**src/rtl/ifetch_unit.sv**
```systemverilog
// Instruction fetch stage: owns the PC, fetches over a req/ack handshake,
// holds the instruction until retirement and applies the core's next-PC choice.
module ifetch_unit #(
   parameter logic [31:0] RESET_PC    = 32'h0000_0000,
   parameter int          ACK_TIMEOUT = 16
) (
   input  logic        clk,
   input  logic        rst,
   output logic        imem_req,
   output logic [31:0] imem_addr,
   input  logic        imem_ack,
   input  logic [31:0] imem_rdata,
   output logic [31:0] inst,
   output logic        inst_valid,
   output logic [31:0] pc,
   output logic [31:0] pc_plus4,
   input  logic        inst_done,
   input  logic        branch_taken,
   input  logic [31:0] branch_offset,
   input  logic        jump,
   input  logic [25:0] jump_target,
   input  logic        jr,
   input  logic [31:0] jr_addr,
   output logic        fetch_err
);

   localparam int               CNT_W    = (ACK_TIMEOUT > 2) ? $clog2(ACK_TIMEOUT) : 1;
   localparam logic [CNT_W-1:0] CNT_LAST = CNT_W'(ACK_TIMEOUT - 1);
   localparam logic [CNT_W-1:0] CNT_ONE  = CNT_W'(1);

   typedef enum logic [1:0] {
      ST_IDLE  = 2'd0,
      ST_REQ   = 2'd1,
      ST_VALID = 2'd2,
      ST_ERR   = 2'd3
   } state_t;

   state_t           state_r, state_nxt_s;
   logic [31:0]      pc_r, pc_nxt_s;
   logic [31:0]      inst_r, inst_nxt_s;
   logic [CNT_W-1:0] cnt_r, cnt_nxt_s;
   logic [31:0]      pc_plus4_s;

   // Redirect priority: register jump, then absolute jump, then branch, then fall-through.
   function automatic logic [31:0] next_pc(
      input logic [31:0] seq_pc,
      input logic        do_jr,
      input logic [31:0] jr_tgt,
      input logic        do_jump,
      input logic [25:0] jump_idx,
      input logic        do_branch,
      input logic [31:0] offset
   );
      logic [31:0] res;
      if (do_jr) begin
         res = jr_tgt & 32'hFFFF_FFFC;
      end else if (do_jump) begin
         res = {seq_pc[31:28], jump_idx, 2'b00};
      end else if (do_branch) begin
         res = seq_pc + (offset << 5'd2);
      end else begin
         res = seq_pc;
      end
      return res;
   endfunction

   assign pc_plus4_s = pc_r + 32'd4;

   // Next-state, next-PC, instruction latch and ack-timeout counter.
   always_comb begin
      state_nxt_s = state_r;
      pc_nxt_s    = pc_r;
      inst_nxt_s  = inst_r;
      cnt_nxt_s   = cnt_r;
      case (state_r)
         ST_IDLE: begin
            state_nxt_s = ST_REQ;
         end
         ST_REQ: begin
            if (imem_ack) begin
               inst_nxt_s  = imem_rdata;
               cnt_nxt_s   = {CNT_W{1'b0}};
               state_nxt_s = ST_VALID;
            end else if (cnt_r == CNT_LAST) begin
               inst_nxt_s  = 32'd0;
               cnt_nxt_s   = {CNT_W{1'b0}};
               state_nxt_s = ST_ERR;
            end else begin
               cnt_nxt_s   = cnt_r + CNT_ONE;
            end
         end
         ST_VALID: begin
            if (inst_done) begin
               pc_nxt_s    = next_pc(pc_plus4_s, jr, jr_addr, jump, jump_target,
                                     branch_taken, branch_offset);
               state_nxt_s = ST_REQ;
            end else begin
               state_nxt_s = ST_VALID;
            end
         end
         ST_ERR: begin
            inst_nxt_s  = 32'd0;
            state_nxt_s = ST_ERR;
         end
         default: begin
            state_nxt_s = ST_IDLE;
            pc_nxt_s    = RESET_PC;
            inst_nxt_s  = 32'd0;
            cnt_nxt_s   = {CNT_W{1'b0}};
         end
      endcase
   end

   // State and datapath registers.
   always_ff @(posedge clk or negedge rst) begin
      if (!rst) begin
         state_r <= ST_IDLE;
         pc_r    <= RESET_PC;
         inst_r  <= 32'd0;
         cnt_r   <= {CNT_W{1'b0}};
      end else begin
         state_r <= state_nxt_s;
         pc_r    <= pc_nxt_s;
         inst_r  <= inst_nxt_s;
         cnt_r   <= cnt_nxt_s;
      end
   end

   assign imem_req   = (state_r == ST_REQ);
   assign inst_valid = (state_r == ST_VALID);
   assign fetch_err  = (state_r == ST_ERR);
   assign imem_addr  = pc_r;
   assign pc         = pc_r;
   assign pc_plus4   = pc_plus4_s;
   assign inst       = inst_r;

endmodule

```
**config.mk**
```make
export PLATFORM = sky130hd
export DESIGN_NAME = ifetch_unit
export DESIGN_NICKNAME = d
export VERILOG_FILES = /design/src/rtl/ifetch_unit.sv
export SDC_FILE = /design/constraint.sdc
export NUM_CORES = 1
export LEC_CHECK = 0
export BUFFER_PORTS_ARGS = -buffer_cell sky130_fd_sc_hd__buf_2
export CORE_ASPECT_RATIO = 1.1
export CORE_MARGIN = 8
export CORE_UTILIZATION = 40
export DETAILED_ROUTE_END_ITERATION = 8
export PLACE_DENSITY = 0.69
export SLEW_MARGIN = 25
export SYNTH_ARGS = -nofsm -noshare
export SYNTH_HDL_FRONTEND = slang
export SYNTH_SLANG_ARGS = --single-unit
```
**constraint.sdc**
```tcl
create_clock -name clk -period 4.4 [get_ports clk]
set_clock_uncertainty 0.05 [all_clocks]
set_input_delay 0.88 -clock clk [delete_from_list [all_inputs] [get_ports clk]]
set_output_delay 0.88 -clock clk [all_outputs]
set_load 0.05 [all_outputs]
```
Word-level counts from Yosys, hierarchy flattened
Index checks and enable logic that the tools add are counted.

storage, ports and cells
  output and inout port bits = 131
  word-level logic and storage cells = 28
  RAM bits = 0
  bits in latches = 0
  memories = 0
  bits of input ports = 129
  memory bits (read-only) = 0
  bits in registers = 70

operators by class
  order comparisons = 0
  muxes and demuxes = 12
  div/mod/pow operators = 0
  multiply operators = 0
  reductions and logical operators = 4
  shift-type cells = 0
  bitwise logic cells = 0
  add/sub/neg operators = 3
  eq/ne operators = 5

operators with widths
  cell                                                                    count
  32-bit 2-to-1 mux                                                       5
  32-bit one-hot mux with 2 select lines                                  1
  32-bit by 3-bit adder with 32-bit output (second input constant)        1
  32-bit adder                                                            1
  4-bit 2-to-1 mux                                                        2
  2-bit one-hot mux with 4 select lines                                   1
  2-bit 2-to-1 mux                                                        3
  4-bit by 1-bit adder with 4-bit output (second input constant)          1
  2-bit equality test (second input constant)                             2
  4-bit equality test (second input constant)                             1
  2-bit AND reduction                                                     2
  3-bit by 1-bit != test with 1-bit output (second input constant)        1
  2-bit by 1-bit equality test with 1-bit output (second input constant)  1
  2-bit logical NOT                                                       1
  2-bit nonzero test                                                      1

Longest topological paths before layout
  depth in word-level cells = 5
  depth in mapped cells = 16
  depth with buffers taken out = 15

Worst setup path before layout
OpenSTA, ideal clock, no wires.

  path kind = register -> register
  start = reg pc_r[2] (netlist: imem_addr[2])
  end = reg pc_r[31] (netlist: imem_addr[31])
  buffers on the path = 1
  required time = 4.281 ns
  period minus slack after synthesis = 4.671 ns
  cell stages (with the launch flop) = 17
  library setup time = 0.069 ns
  setup slack = -0.271 ns
  arrival time = 4.552 ns
  cell sequence = dfrtp_1 -> ha_1 -> nand4_1 -> nor4_4 -> and3_2 -> nand3_1 -> xnor2_1 -> ha_1 -> clkbuf_1 -> nand4_1 -> nor3_1 -> nand3_1 -> a21oi_1 -> nor2_1 -> a21oi_1 -> or4_1 -> nand3_1

on the way
  cells in the longest elaborated chain, start to end = 5

ends and longest elaborated chain
  what                                      line  source
  from (decl)                               39    logic [31:0] pc_r, pc_nxt_s;
  from (signal assigned)                    123   pc_r <= pc_nxt_s;
  32-bit by 3-bit adder with 32-bit output  67    assign pc_plus4_s = pc_r + 32'd4;
  via pc_plus4[26]                          16    output logic [31:0] pc_plus4,
  32-bit adder                              60    res = seq_pc + (offset << 5'd2);
  32-bit 2-to-1 mux                         59    end else if (do_branch) begin
  32-bit 2-to-1 mux                         57    end else if (do_jump) begin
  32-bit 2-to-1 mux                         55    if (do_jr) begin

The timed path passes the listed nets, and every way through them passes these cells.
A chain may end at the register's enable or synchronous reset.

Final worst setup path
  start = reg pc_r[2] (netlist: imem_addr[2])
  end = reg pc_r[27] (netlist: imem_addr[27])

on the way
  cells in the longest elaborated chain, start to end = 5

ends and longest elaborated chain
  what                                          line
  32-bit by 3-bit adder with 32-bit output (*)  67
  32-bit adder                                  60
  32-bit 2-to-1 mux (*)                         59
  32-bit 2-to-1 mux (*)                         57
  32-bit 2-to-1 mux (*)                         55

Every way passes the cells marked *; elsewhere a longest branch is shown, timed or not.

==> results summary <==
The count of clock tree sinks came out at between 60 and 70. The largest stage delay on the critical path is 500 ps. Cells with a size suffix above 1 make up 30.8% of the layout.

After filler insertion, the fill cell instance count of the layout stands at roughly 1,500. The I/O pin count is 260. The global-route met3 utilization is 5.52%. The number of buffers added by the clock tree synthesis step is 9. The first global-routing pass estimated about 33,000 um of wire.

The area overhead of the layout relative to synthesis is 27.3%. TritonCTS built the clock tree. The number of vias after detailed routing came out at between 6,000 and 7,000.

Sequential elements use 28.5% of the synthesized area. Setup repair after global routing left no endpoint under its margin. The flow ran to the end, and the final reports show no timing, DRC or antenna violations. The mean instance size in the synthesized netlist is 7.72 um^2.

STA classifies the critical path endpoint as a flip-flop. The number of distinct library cell variants in the gate-level netlist after synthesis came out at between 60 and 70. In the layout the commonest cells are sky130_fd_sc_hd__buf_2, sky130_fd_sc_hd__nand2_1, sky130_fd_sc_hd__o21ai_0. The clock root buffer is sky130_fd_sc_hd__clkbuf_16. The total detailed-routing wirelength is 21,400 um.

The worst setup path is launched from a flip-flop. Summed over all cells, the static leakage comes to about 3.8 nW. The number of placement rows came out at 47.

The number of resized instances in the post-cts repair step is 0. The fraction of met1 tracks used by global routing is between 20% and 30%. The number of H-tree levels came out at 3. The multi-input combinational cells in the finished layout cover a total of about 0.0039 mm^2.

Across the whole layout, storage elements account for 0.00170 mm^2. The mapped netlist covers 0.00596 mm^2. At the end of routability-driven placement, the weighted congestion stood at 0.922.

The number of nets with antenna violations after routing came out at 0. The insertion delay of the later-clocked pin in the worst-skew pair is 340 ps. The count of max-cap constraint violations is 0. The upper clock frequency limit is approximately 0.25 GHz. The part of the cycle the worst path needs came out at 90.4%.

Cells fill between 50% and 60% of the core in the end. Setup violations remaining at the end of the flow were counted as 0. The critical path is of the reg -> reg type. The post-synthesis sequential element count is 68. The cell area after placement is 0.00725 mm^2. The HPWL reported at the end of detailed placement is ~16,000 um. The critical path's top delay family is compound AO/OA/AOI/OAI gates.

The reported net switching power is 3.15 mW. The switching portion of total power is 58.2%. Yosys attributes the largest share of cell area to sky130_fd_sc_hd__dfrtp_1, sky130_fd_sc_hd__nand2_1, sky130_fd_sc_hd__ha_1. The core region is 0.0148 mm^2. The combined buffer and inverter count along the critical path came out at 1.

Across the VDD grid, the largest voltage drop is between 0.0003 and 0.0004 V. The die width is 132 um. The port buffer count came out at 249.

The most used flip-flop cell after synthesis is sky130_fd_sc_hd__dfrtp_1. The final instance area came out at approximately 0.0076 mm^2. The top fanout value on the critical path is 8. The portion of total power attributed to combinational logic is 67.5%. The count of TritonRoute iterations in the first routing pass is 5. Including well taps, the total number of placed cells is 1,163. The number of warnings printed during yosys synthesis is 0. After layout, the minimum clock period comes to 3980 ps. Of the post-synthesis cell area, the dominant cell type holds 28.5%. The clock-pin slew reported for the worst setup and hold paths after clock tree synthesis came out at 70 ps. The worst pin sits at a relative slew slack of 31.9%.

The total design power is between 5 and 6 mW. The full die area is around 0.019 mm^2. Leaving out fill and tap cells, the most frequent cell in the layout is sky130_fd_sc_hd__buf_2. The initial cell density of the core is 40.2%. The cell internal power dissipation came out at 2.27 mW. The number of endpoints with negative hold slack in the final report is 0. The residual DRC count came out at 0.

The path type of the worst min-delay path is in -> async. The layer flagged by global routing as most heavily used is met2. The power density over the cells came out at 714 mW/mm^2.

The detailed router finished its first iteration with 493 violations. In this run the vertical extent of the chip is between 100 and 150 um. The critical path goes through ha_1 -> nand4_1 -> nor4_4 -> nand3_1 -> xnor2_2 -> ha_1 -> buf_4 -> a21o_1 -> a21o_1 -> a21oi_1 -> o221ai_1 -> a31oi_1 -> xor2_1 -> a21oi_1 -> a221o_1. The number of global-route vias before repair is 6,281. Global routing consumed, on the met2 layer, 37.1% of the routing resources. The number of synthesized flops with an enable pin came out at 0.

For this run the aggregate overflow at the end of global routing stands at 0. The cts-stage hold buffer count came out at 0. STA puts the critical path data required time at 4570 ps. The number of max-slew violations in the final report is 0. The initial antenna violation count is 2. The sequential group share of total power came out at 18.3%.

The routed length per instance came out at 18.1 um. At the end of the flow, the number of nets in the layout was 1,146. The clock power share is 14.2%. The number of buffers on the longest clock path is 2. The aggregate global-route resource usage is 21.8%. The synthesized netlist cell count came out at 772. Entering global routing, the biggest net connects 69 pins. The share of async-settable or async-resettable flops after synthesis came out at 100%.

The count of placed standard cells in the final layout, fillers left out came out at 1,182. The average via count per standard cell is between 5 and 6. The most area-hungry cell type in the Yosys netlist is sky130_fd_sc_hd__dfrtp_1. The critical path arrival came out at 4150 ps. In this run the post-CTS setup repair buffer count came out at 0.

The sum of negative setup slack is 0 ps. For the pin with the worst max-slew slack, the measured transition is 1020 ps. The master of the slowest instance on the critical path is sky130_fd_sc_hd__nor4_4.
## synth_stat cells (9+ instances only)
master and instances:
sky130_fd_sc_hd__nor3_1 9, sky130_fd_sc_hd__o21ai_0 81, sky130_fd_sc_hd__nand2_1 124, sky130_fd_sc_hd__nand3_1 23
sky130_fd_sc_hd__and3_1 12, sky130_fd_sc_hd__dfrtp_1 68, sky130_fd_sc_hd__ha_1 37, sky130_fd_sc_hd__buf_4 36
sky130_fd_sc_hd__xnor2_1 30, sky130_fd_sc_hd__inv_1 17, sky130_fd_sc_hd__mux2i_1 9, sky130_fd_sc_hd__clkbuf_1 33
sky130_fd_sc_hd__xor2_1 14, sky130_fd_sc_hd__nor2_1 68, sky130_fd_sc_hd__a211oi_1 14, sky130_fd_sc_hd__a21oi_1 61
sky130_fd_sc_hd__a21o_1 14
## state kept, by name, indices dropped and copies added (netlist names)
signal and count:
cnt_r 4, imem_addr 30, inst 32, state_r 2
## layer usage
metal | vias to the layer above | part of all wire [%]
li1 | 3132 | -
met1 | 2936 | 42
met2 | 238 | 49
met3 | 25 | 7.1
met4 | 0 | 1.8
met5 | - | 0
## cells by family after synthesis
kind of cell | after synthesis | share of synthesized area, %
AOI/OAI and AO/OA | 236 | 24.3
xor gates and xnor gates | 45 | 6.74
adders and majority gates | 38 | 8.10
buffers and inverters | 91 | 8.04
DFF | 68 | 28.5
muxes | 9 | 1.51
other | 1 | 0.0629
and+or+nand+nor | 284 | 22.7
## metrics by stage
stage | setup WS (ps) | hold slack [ps]
2_1_floorplan | -8.30 | 407
3_3_place_gp | 517 | 407
3_5_place_dp | 478 | 415
4_1_cts | 460 | 429
5_1_grt | 206 | 417
6_report | 423 | 408
## path summary, 6_finish.rpt
kind | startpoint | endpoint | slack [ps] | depth (start not counted)
max | imem_addr[2] | imem_addr[27] | 420 | 15
min in group clk | inst[15] | inst[15] | 420 | 2
max in group asynchronous | rst | inst[29] | 3320 | 2
min | rst | imem_addr[27] | 410 | 1
min reg2reg | inst[15] | inst[15] | 420 | 2
max reg2reg | imem_addr[2] | imem_addr[27] | 420 | 15
## power groups by stage
stage / Clock (mW) / Sequential (mW) / Combinational (mW)
after floorplan: 0 / 1.39 / 2.54
after global placement: 0 / 0.991 / 3.61
after detailed placement: 0 / 0.999 / 3.63
after CTS: 0.787 / 0.988 / 3.65
after global routing: 0.815 / 1.02 / 3.92
final: 0.771 / 0.990 / 3.66
## final cells by class
cell class,instances,share of cell area (%)
antenna,2,0.0660
clock buffer,9,2.97
clock inverter,7,1.07
inverter,18,0.891
multi-input combinational,618,51.1
sequential,68,22.4
tap,196,3.23
timing repair buffer,264,18.2
Note: power is estimated with default switching activity, not from simulation.
